`src/rtl/if_fetch_unit_pkg.sv`:
```
// Shared CPU definitions used by the instruction-fetch stage: exception codes,
// fixed PCs, the legal text-segment window and the fetch FSM encoding.
package if_fetch_unit_pkg;

  localparam logic [4:0]  EXC_NONE = 5'd0;
  localparam logic [4:0]  EXC_ADEL = 5'd4;

  localparam logic [31:0] CPU_RESET_PC   = 32'h0000_3000;
  localparam logic [31:0] CPU_HANDLER_PC = 32'h0000_4180;
  localparam logic [31:0] CPU_TEXT_LO    = 32'h0000_3000;
  localparam logic [31:0] CPU_TEXT_HI    = 32'h0000_6ffc;

  typedef enum logic {
    S_REQ   = 1'b0,
    S_VALID = 1'b1
  } fetch_state_e;

  // A fetch is legal only when word-aligned and inside the text window (unsigned).
  function automatic logic fetch_addr_ok(input logic [31:0] addr,
                                         input logic [31:0] lo,
                                         input logic [31:0] hi);
    return (addr[1:0] == 2'b00) && (addr >= lo) && (addr <= hi);
  endfunction

endpackage

```
`src/rtl/if_fetch_unit_if.sv`:
```
// Instruction-memory request/acknowledge bus between the fetch stage and imem.
interface if_fetch_unit_if;

  logic        imem_req;
  logic [31:0] imem_addr;
  logic [31:0] imem_rdata;
  logic        imem_ack;

  modport master (
    output imem_req,
    output imem_addr,
    input  imem_rdata,
    input  imem_ack
  );

  modport slave (
    input  imem_req,
    input  imem_addr,
    output imem_rdata,
    output imem_ack
  );

endinterface

```
`src/rtl/if_next_pc.sv`:
```
// Next-PC selection for the fetch stage: exception entry, eret, taken branch,
// or sequential pc+4 with 32-bit wrap.
module if_next_pc #(
  parameter logic [31:0] HANDLER_PC = 32'h0000_4180
) (
  input  logic        req,
  input  logic        eret,
  input  logic [31:0] epc,
  input  logic        branch_taken,
  input  logic [31:0] branch_target,
  input  logic [31:0] pc,
  output logic [31:0] next_pc
);

  always_comb begin
    next_pc = pc + 32'd4;
    if (req) begin
      next_pc = HANDLER_PC;
    end else if (eret) begin
      next_pc = epc;
    end else if (branch_taken) begin
      next_pc = branch_target;
    end
  end

endmodule

```
`src/rtl/if_fetch_unit.sv`:
```
// Instruction-fetch stage: owns the PC, drives the imem handshake and presents
// PC/instruction/ExcCode/BD to the IF/ID register.
module if_fetch_unit
  import if_fetch_unit_pkg::*;
#(
  parameter logic [31:0] RESET_PC   = CPU_RESET_PC,
  parameter logic [31:0] HANDLER_PC = CPU_HANDLER_PC,
  parameter logic [31:0] TEXT_LO    = CPU_TEXT_LO,
  parameter logic [31:0] TEXT_HI    = CPU_TEXT_HI
) (
  input  logic                   clk,
  input  logic                   reset,
  input  logic                   stall,
  input  logic                   req,
  input  logic                   eret,
  input  logic [31:0]            epc,
  input  logic                   branch_taken,
  input  logic [31:0]            branch_target,
  input  logic                   id_is_branch,
  if_fetch_unit_if.master        imem,
  output logic [31:0]            IF_PC,
  output logic [31:0]            IF_instr,
  output logic [4:0]             IF_ExcCode,
  output logic                   IF_BD,
  output logic                   if_busy
);

  fetch_state_e state_p0, state_d;
  logic [31:0]  pc_p0, pc_d;
  logic [31:0]  instr_buf_p0, instr_buf_d;
  logic [4:0]   exc_buf_p0, exc_buf_d;
  logic [31:0]  next_pc;
  logic         addr_ok;
  logic         vld_p0;

  assign addr_ok = fetch_addr_ok(pc_p0, TEXT_LO, TEXT_HI);
  assign vld_p0  = (state_p0 == S_VALID);

  if_next_pc #(
    .HANDLER_PC(HANDLER_PC)
  ) u_next_pc (
    .req          (req),
    .eret         (eret),
    .epc          (epc),
    .branch_taken (branch_taken),
    .branch_target(branch_target),
    .pc           (pc_p0),
    .next_pc      (next_pc)
  );

  // An exception request overrides everything, including a coincident ack,
  // and restarts fetching at the handler regardless of stall.
  always_comb begin
    state_d     = state_p0;
    pc_d        = pc_p0;
    instr_buf_d = instr_buf_p0;
    exc_buf_d   = exc_buf_p0;
    if (req) begin
      pc_d    = next_pc;
      state_d = S_REQ;
    end else begin
      case (state_p0)
        S_REQ: begin
          if (!addr_ok) begin
            instr_buf_d = '0;
            exc_buf_d   = EXC_ADEL;
            state_d     = S_VALID;
          end else if (imem.imem_ack) begin
            instr_buf_d = imem.imem_rdata;
            exc_buf_d   = EXC_NONE;
            state_d     = S_VALID;
          end
        end
        S_VALID: begin
          if (!stall) begin
            pc_d    = next_pc;
            state_d = S_REQ;
          end
        end
        default: state_d = S_REQ;
      endcase
    end
  end

  // Stage p0: PC, FSM state and presented instruction/exception buffers
  always_ff @(posedge clk or negedge reset) begin
    if (!reset) begin
      state_p0     <= S_REQ;
      pc_p0        <= RESET_PC;
      instr_buf_p0 <= '0;
      exc_buf_p0   <= EXC_NONE;
    end else begin
      state_p0     <= state_d;
      pc_p0        <= pc_d;
      instr_buf_p0 <= instr_buf_d;
      exc_buf_p0   <= exc_buf_d;
    end
  end

  assign imem.imem_req  = (state_p0 == S_REQ) && addr_ok;
  assign imem.imem_addr = pc_p0;

  assign IF_PC      = pc_p0;
  assign IF_instr   = vld_p0 ? instr_buf_p0 : 32'd0;
  assign IF_ExcCode = vld_p0 ? exc_buf_p0 : EXC_NONE;
  assign IF_BD      = id_is_branch && vld_p0;
  assign if_busy    = !vld_p0;

endmodule

```
`src/flat_wrapper.sv`:
```
// flat-port wrapper written by rule: the top's interface ports become plain ports
module if_fetch_unit_flat import if_fetch_unit_pkg::*;
#(
  parameter logic [31:0] RESET_PC   = CPU_RESET_PC,
  parameter logic [31:0] HANDLER_PC = CPU_HANDLER_PC,
  parameter logic [31:0] TEXT_LO    = CPU_TEXT_LO,
  parameter logic [31:0] TEXT_HI    = CPU_TEXT_HI
)
  (clk, reset, stall, req, eret, epc, branch_taken, branch_target, id_is_branch, IF_PC, IF_instr, IF_ExcCode, IF_BD, if_busy, imem_imem_req, imem_imem_addr, imem_imem_rdata, imem_imem_ack);
  if_fetch_unit_if imem_i ();
  input  logic clk;
  input  logic reset;
  input  logic stall;
  input  logic req;
  input  logic eret;
  input  logic [31:0] epc;
  input  logic branch_taken;
  input  logic [31:0] branch_target;
  input  logic id_is_branch;
  output logic [31:0] IF_PC;
  output logic [31:0] IF_instr;
  output logic [4:0] IF_ExcCode;
  output logic IF_BD;
  output logic if_busy;
  output wire logic [$bits(imem_i.imem_req)-1:0] imem_imem_req;
  output wire logic [$bits(imem_i.imem_addr)-1:0] imem_imem_addr;
  input wire logic [$bits(imem_i.imem_rdata)-1:0] imem_imem_rdata;
  input wire logic [$bits(imem_i.imem_ack)-1:0] imem_imem_ack;
  assign imem_imem_req = imem_i.imem_req;
  assign imem_imem_addr = imem_i.imem_addr;
  assign imem_i.imem_rdata = imem_imem_rdata;
  assign imem_i.imem_ack = imem_imem_ack;
  if_fetch_unit #(.RESET_PC(RESET_PC), .HANDLER_PC(HANDLER_PC), .TEXT_LO(TEXT_LO), .TEXT_HI(TEXT_HI)) u_core (.clk(clk), .reset(reset), .stall(stall), .req(req), .eret(eret), .epc(epc), .branch_taken(branch_taken), .branch_target(branch_target), .id_is_branch(id_is_branch), .imem(imem_i), .IF_PC(IF_PC), .IF_instr(IF_instr), .IF_ExcCode(IF_ExcCode), .IF_BD(IF_BD), .if_busy(if_busy));
endmodule
```
`config.mk`:
```
export PLATFORM = sky130hd
export DESIGN_NAME = if_fetch_unit_flat
export DESIGN_NICKNAME = d
export VERILOG_FILES = /design/src/rtl/if_fetch_unit_pkg.sv /design/src/rtl/if_fetch_unit_if.sv /design/src/rtl/if_next_pc.sv /design/src/rtl/if_fetch_unit.sv /design/src/flat_wrapper.sv
export SDC_FILE = /design/constraint.sdc
export NUM_CORES = 1
export LEC_CHECK = 0
export BUFFER_PORTS_ARGS = -buffer_cell sky130_fd_sc_hd__buf_2
export CORE_MARGIN = 2
export CORE_UTILIZATION = 30
export DETAILED_ROUTE_END_ITERATION = 8
export GPL_TIMING_DRIVEN = 0
export HOLD_SLACK_MARGIN = 0.1
export SLEW_MARGIN = 10
export SYNTH_ARGS = -nofsm -noshare
export SYNTH_HDL_FRONTEND = slang
export SYNTH_SLANG_ARGS = --single-unit
export TNS_END_PERCENT = 20
```
`constraint.sdc`:
```
create_clock -name clk -period 5.4 [get_ports clk]
set_input_delay 0.54 -clock clk [delete_from_list [all_inputs] [get_ports clk]]
set_output_delay 0.54 -clock clk [all_outputs]
set_load 0.02 [all_outputs]
```
==> flow_metrics.py <==
metrics = {
    "critical_path": {
        "worstSetupStartpointType": "flop",
        "worst_ep_arrival_time_ns": 2.25,
        "cp-end-kind": "output port",
        "r2r_slack_ns": 2.78,
        "cp.required_ns": 4.86,
        "r2r-end": "u_core.instr_buf_p0[17]",
        "worstPathMaxFanout": 8,
        "crit_type": "reg2out",
        "ff2ff_path_depth": 6,
        "setup.worst_path.start": "u_core.IF_PC[21]",
        "r2r_start": "u_core.IF_PC[21]",
        "crit_end": "imem_imem_req",
    },
    "worst_hold_path": {
        "hold_path_class": "in2async",
    },
    "clocking": {
        "ctsHtreeMaxLevel": 3,
        "cts_sinks": 66,
        "clockBufferDepth": 2,
        "root_buffer": "clkbuf_16",
        "numCtsBuffers": 9,
        "cts.hold.buffers_added": 0,
        "post_cts.repair.setup_buffers": 0,
        "insertion_delay_ns": 0.34,
        "path_clk_slew_ns": 0.06,
        "cts_tree": "done",
        "cts_resized": 0,
    },
    "finish": {
        "finish.instance_area_sq_mm": 0.00598,
        "final_cell_mix": "203 x buf_2, 64 x dfrtp_1, 37 x buf_4",
        "drive_gt1_share_pct": 38.8,
        "diodes": 0,
        "fill_cells": 1463,
        "fin_nets": 805,
        "final_common_cell": "buf_2",
        "area_growth_syn_to_layout_pct": 36.5,
    },
    "sta": {
        "worstMarginPinSlew_ns": 0.907,
        "fin_worst_skew_ns": 0.00852,
        "slew_headroom_pct": 39.0,
        "fmax_mhz": 358,
        "worst_slack_ns": 2.61,
        "hold_violations": 0,
        "drv_slew": 0,
        "period_share_pct": 51.7,
        "fin_crit_ns": 2.79,
        "rsz0062_at_grt": "no",
        "setup_tns_ns": 0,
        "setup_viol_count_final": 0,
    },
    "logic_synthesis": {
        "synth_flop_cell": "dfrtp_1",
        "syn_area_sq_mm": 0.00438,
        "synth.distinct_cells": 58,
        "synth_cells": 483,
        "ys_ff_latch": 66,
        "synth_enable_flop_cells": 0,
        "postSynth.asyncResetShare_pct": 100,
        "ys_warn_count": 0,
        "avgSynthCellArea_sq_um": 9.07,
        "seq_area_frac_synth_pct": 37.8,
    },
    "detailed_routing": {
        "drc_errors": 0,
        "drt_iter0_drc": 352,
        "via_count": 4806,
        "antenna_left": 0,
        "via_per_inst": 5.41,
        "drt_first_pass_iters": 5,
        "routed_wl_mm": 16.0,
        "wl_per_cell_um": 18.0,
    },
    "floorplan": {
        "num_io_pins": 208,
        "die_h_um": 125,
        "start_util_pct": 30.4,
        "die_area_sq_mm": 0.0156,
        "rows": 44,
        "die_x_um": 125,
        "core_area_sq_mm": 0.0144,
    },
    "flow_run": {
        "cap_violations": 0,
    },
    "run_status": {
        "status": "completed",
    },
    "global_routing": {
        "grt_pass1_wl_mm": 25.0,
        "grt-ovfl-total": 0,
        "grt_max_degree": 36,
        "antenna_found_initial": 0,
        "grtUsageTotal_pct": 20.1,
        "grt_pass1_vias": 4638,
    },
    "placed_design": {
        "routabilityCongestion": 0.854,
        "dp_hpwl_mm": 12.2,
        "portBuffers": 201,
        "place_ws_ns": 2.78,
        "placed_cell_area_sq_mm": 0.00565,
    },
    "pwr": {
        "ir_drop_v": 0.000161,
        "leakagePower_uw": 0.00293,
        "power.density_mw_per_mm2": 272,
    },
}
-- per-layer routing --
metal / up-vias / part of all wire (%) / GRT usage (%)
li1: 2245 / - / -
met1: 2329 / 45 / 26.8
met2: 208 / 47 / 32.9
met3: 24 / 6.1 / 3.31
met4: 0 / 2.1 / 7.45
met5: - / 0 / 0
-- cells in the mapped netlist (3+ instances only) --
cell	count	area share, %
nand2_1	22	1.9
nand4b_1	4	0.80
clkbuf_1	33	2.8
nor3b_1	6	1.0
a21oi_1	14	1.6
and3_1	3	0.43
dfrtp_1	64	37
nor2_1	14	1.2
nor2b_1	8	1.1
nand3_1	25	2.9
mux2i_1	3	0.69
a22o_1	36	7.2
nand2b_1	5	0.71
o21ai_0	7	0.80
o211ai_1	11	1.9
and4_1	7	1.4
o31ai_1	7	1.2
o22ai_1	5	0.71
buf_4	36	6.2
a211oi_1	6	1.0
a221oi_1	3	0.60
inv_1	10	0.86
and2_1	34	4.9
nand4_1	11	1.6
o221a_2	9	2.3
o221ai_1	3	0.60
nor4_1	14	2.0
or3_1	6	0.86
nor3_1	13	1.5
o311ai_0	10	2.0
buf_2	3	0.34
a22oi_1	12	2.1
-- stage by stage --
| step | hold slack (ns) | std cells | power, uW | utilization (%) |
|---|---|---|---|---|
| floorplan | 0.244 | 486 | 824 | - |
| global placement | 0.479 | 871 | 978 | 39.0 |
| detailed placement | 0.484 | 872 | 988 | 39.2 |
| CTS | 0.162 | 888 | 1640 | 41.4 |
| global route | 0.196 | 888 | 1700 | 41.4 |
| finish | 0.156 | 888 | 1630 | 41.4 |
-- state kept, by name, summed over array words and instances, names as in the netlist --
name                 flops
u_core.instr_buf_p0     32
u_core.IF_PC            32
u_core.state_p0          1
u_core.exc_buf_p0        1
-- layout make-up --
cell class | instances | area, sq um | share of cell area (%)
tap | 184 | 230 | 3.85
timing repair buffer | 202 | 1030 | 17.2
sequential | 66 | 1650 | 27.7
inverter | 12 | 45.0 | 0.753
clock inverter | 6 | 88.8 | 1.49
clock buffer | 10 | 239 | 4.00
multi-input combinational | 335 | 2270 | 38.0
buffer | 73 | 420 | 7.03
-- power by group --
| part | internal (uW) | total (uW) | switching, uW |
|---|---|---|---|
| clock | 417 | 647 | 230 |
| combinational | 160 | 387 | 226 |
| sequential | 542 | 592 | 50.8 |
| total | 1120 | 1630 | 507 |
-- critical path: stages (launching register included) --
cell	delay, ns
dfrtp_1	0.40
clkbuf_1	0.20
nor4_1	0.39
nand3_1	0.26
or2_2	0.39
nor2_1	0.10
buf_2	0.18
-- cell families (layout without fill, tap and decap cells) --
group           Yosys count  after routing  synth area share [%]
flops                    66             66                  37.8
mux                       3              3                 0.686
fa+ha+maj                 2              2                 0.571
xor+xnor                  1              1                 0.200
buf+inv                  85            303                  10.6
compound gates          140            140                  25.2
other cells               1              4                0.0856
simple gates            185            185                  24.8
-- how the worst min path moves through the flow --
stage | slack, ns | to | cells past startpoint | start
CTS | 0.16 | u_core.state_p0 | 1 | reset
global route | 0.20 | u_core.instr_buf_p0[12] | 1 | reset
detailed placement | 0.48 | u_core.exc_buf_p0[2] | 1 | u_core.exc_buf_p0[2]
global placement | 0.48 | u_core.instr_buf_p0[3] | 1 | u_core.instr_buf_p0[3]
floorplan | 0.24 | u_core.IF_PC[0] | 0 | reset
finish | 0.16 | u_core.instr_buf_p0[16] | 1 | reset
Power figures use the tool's default switching activity.
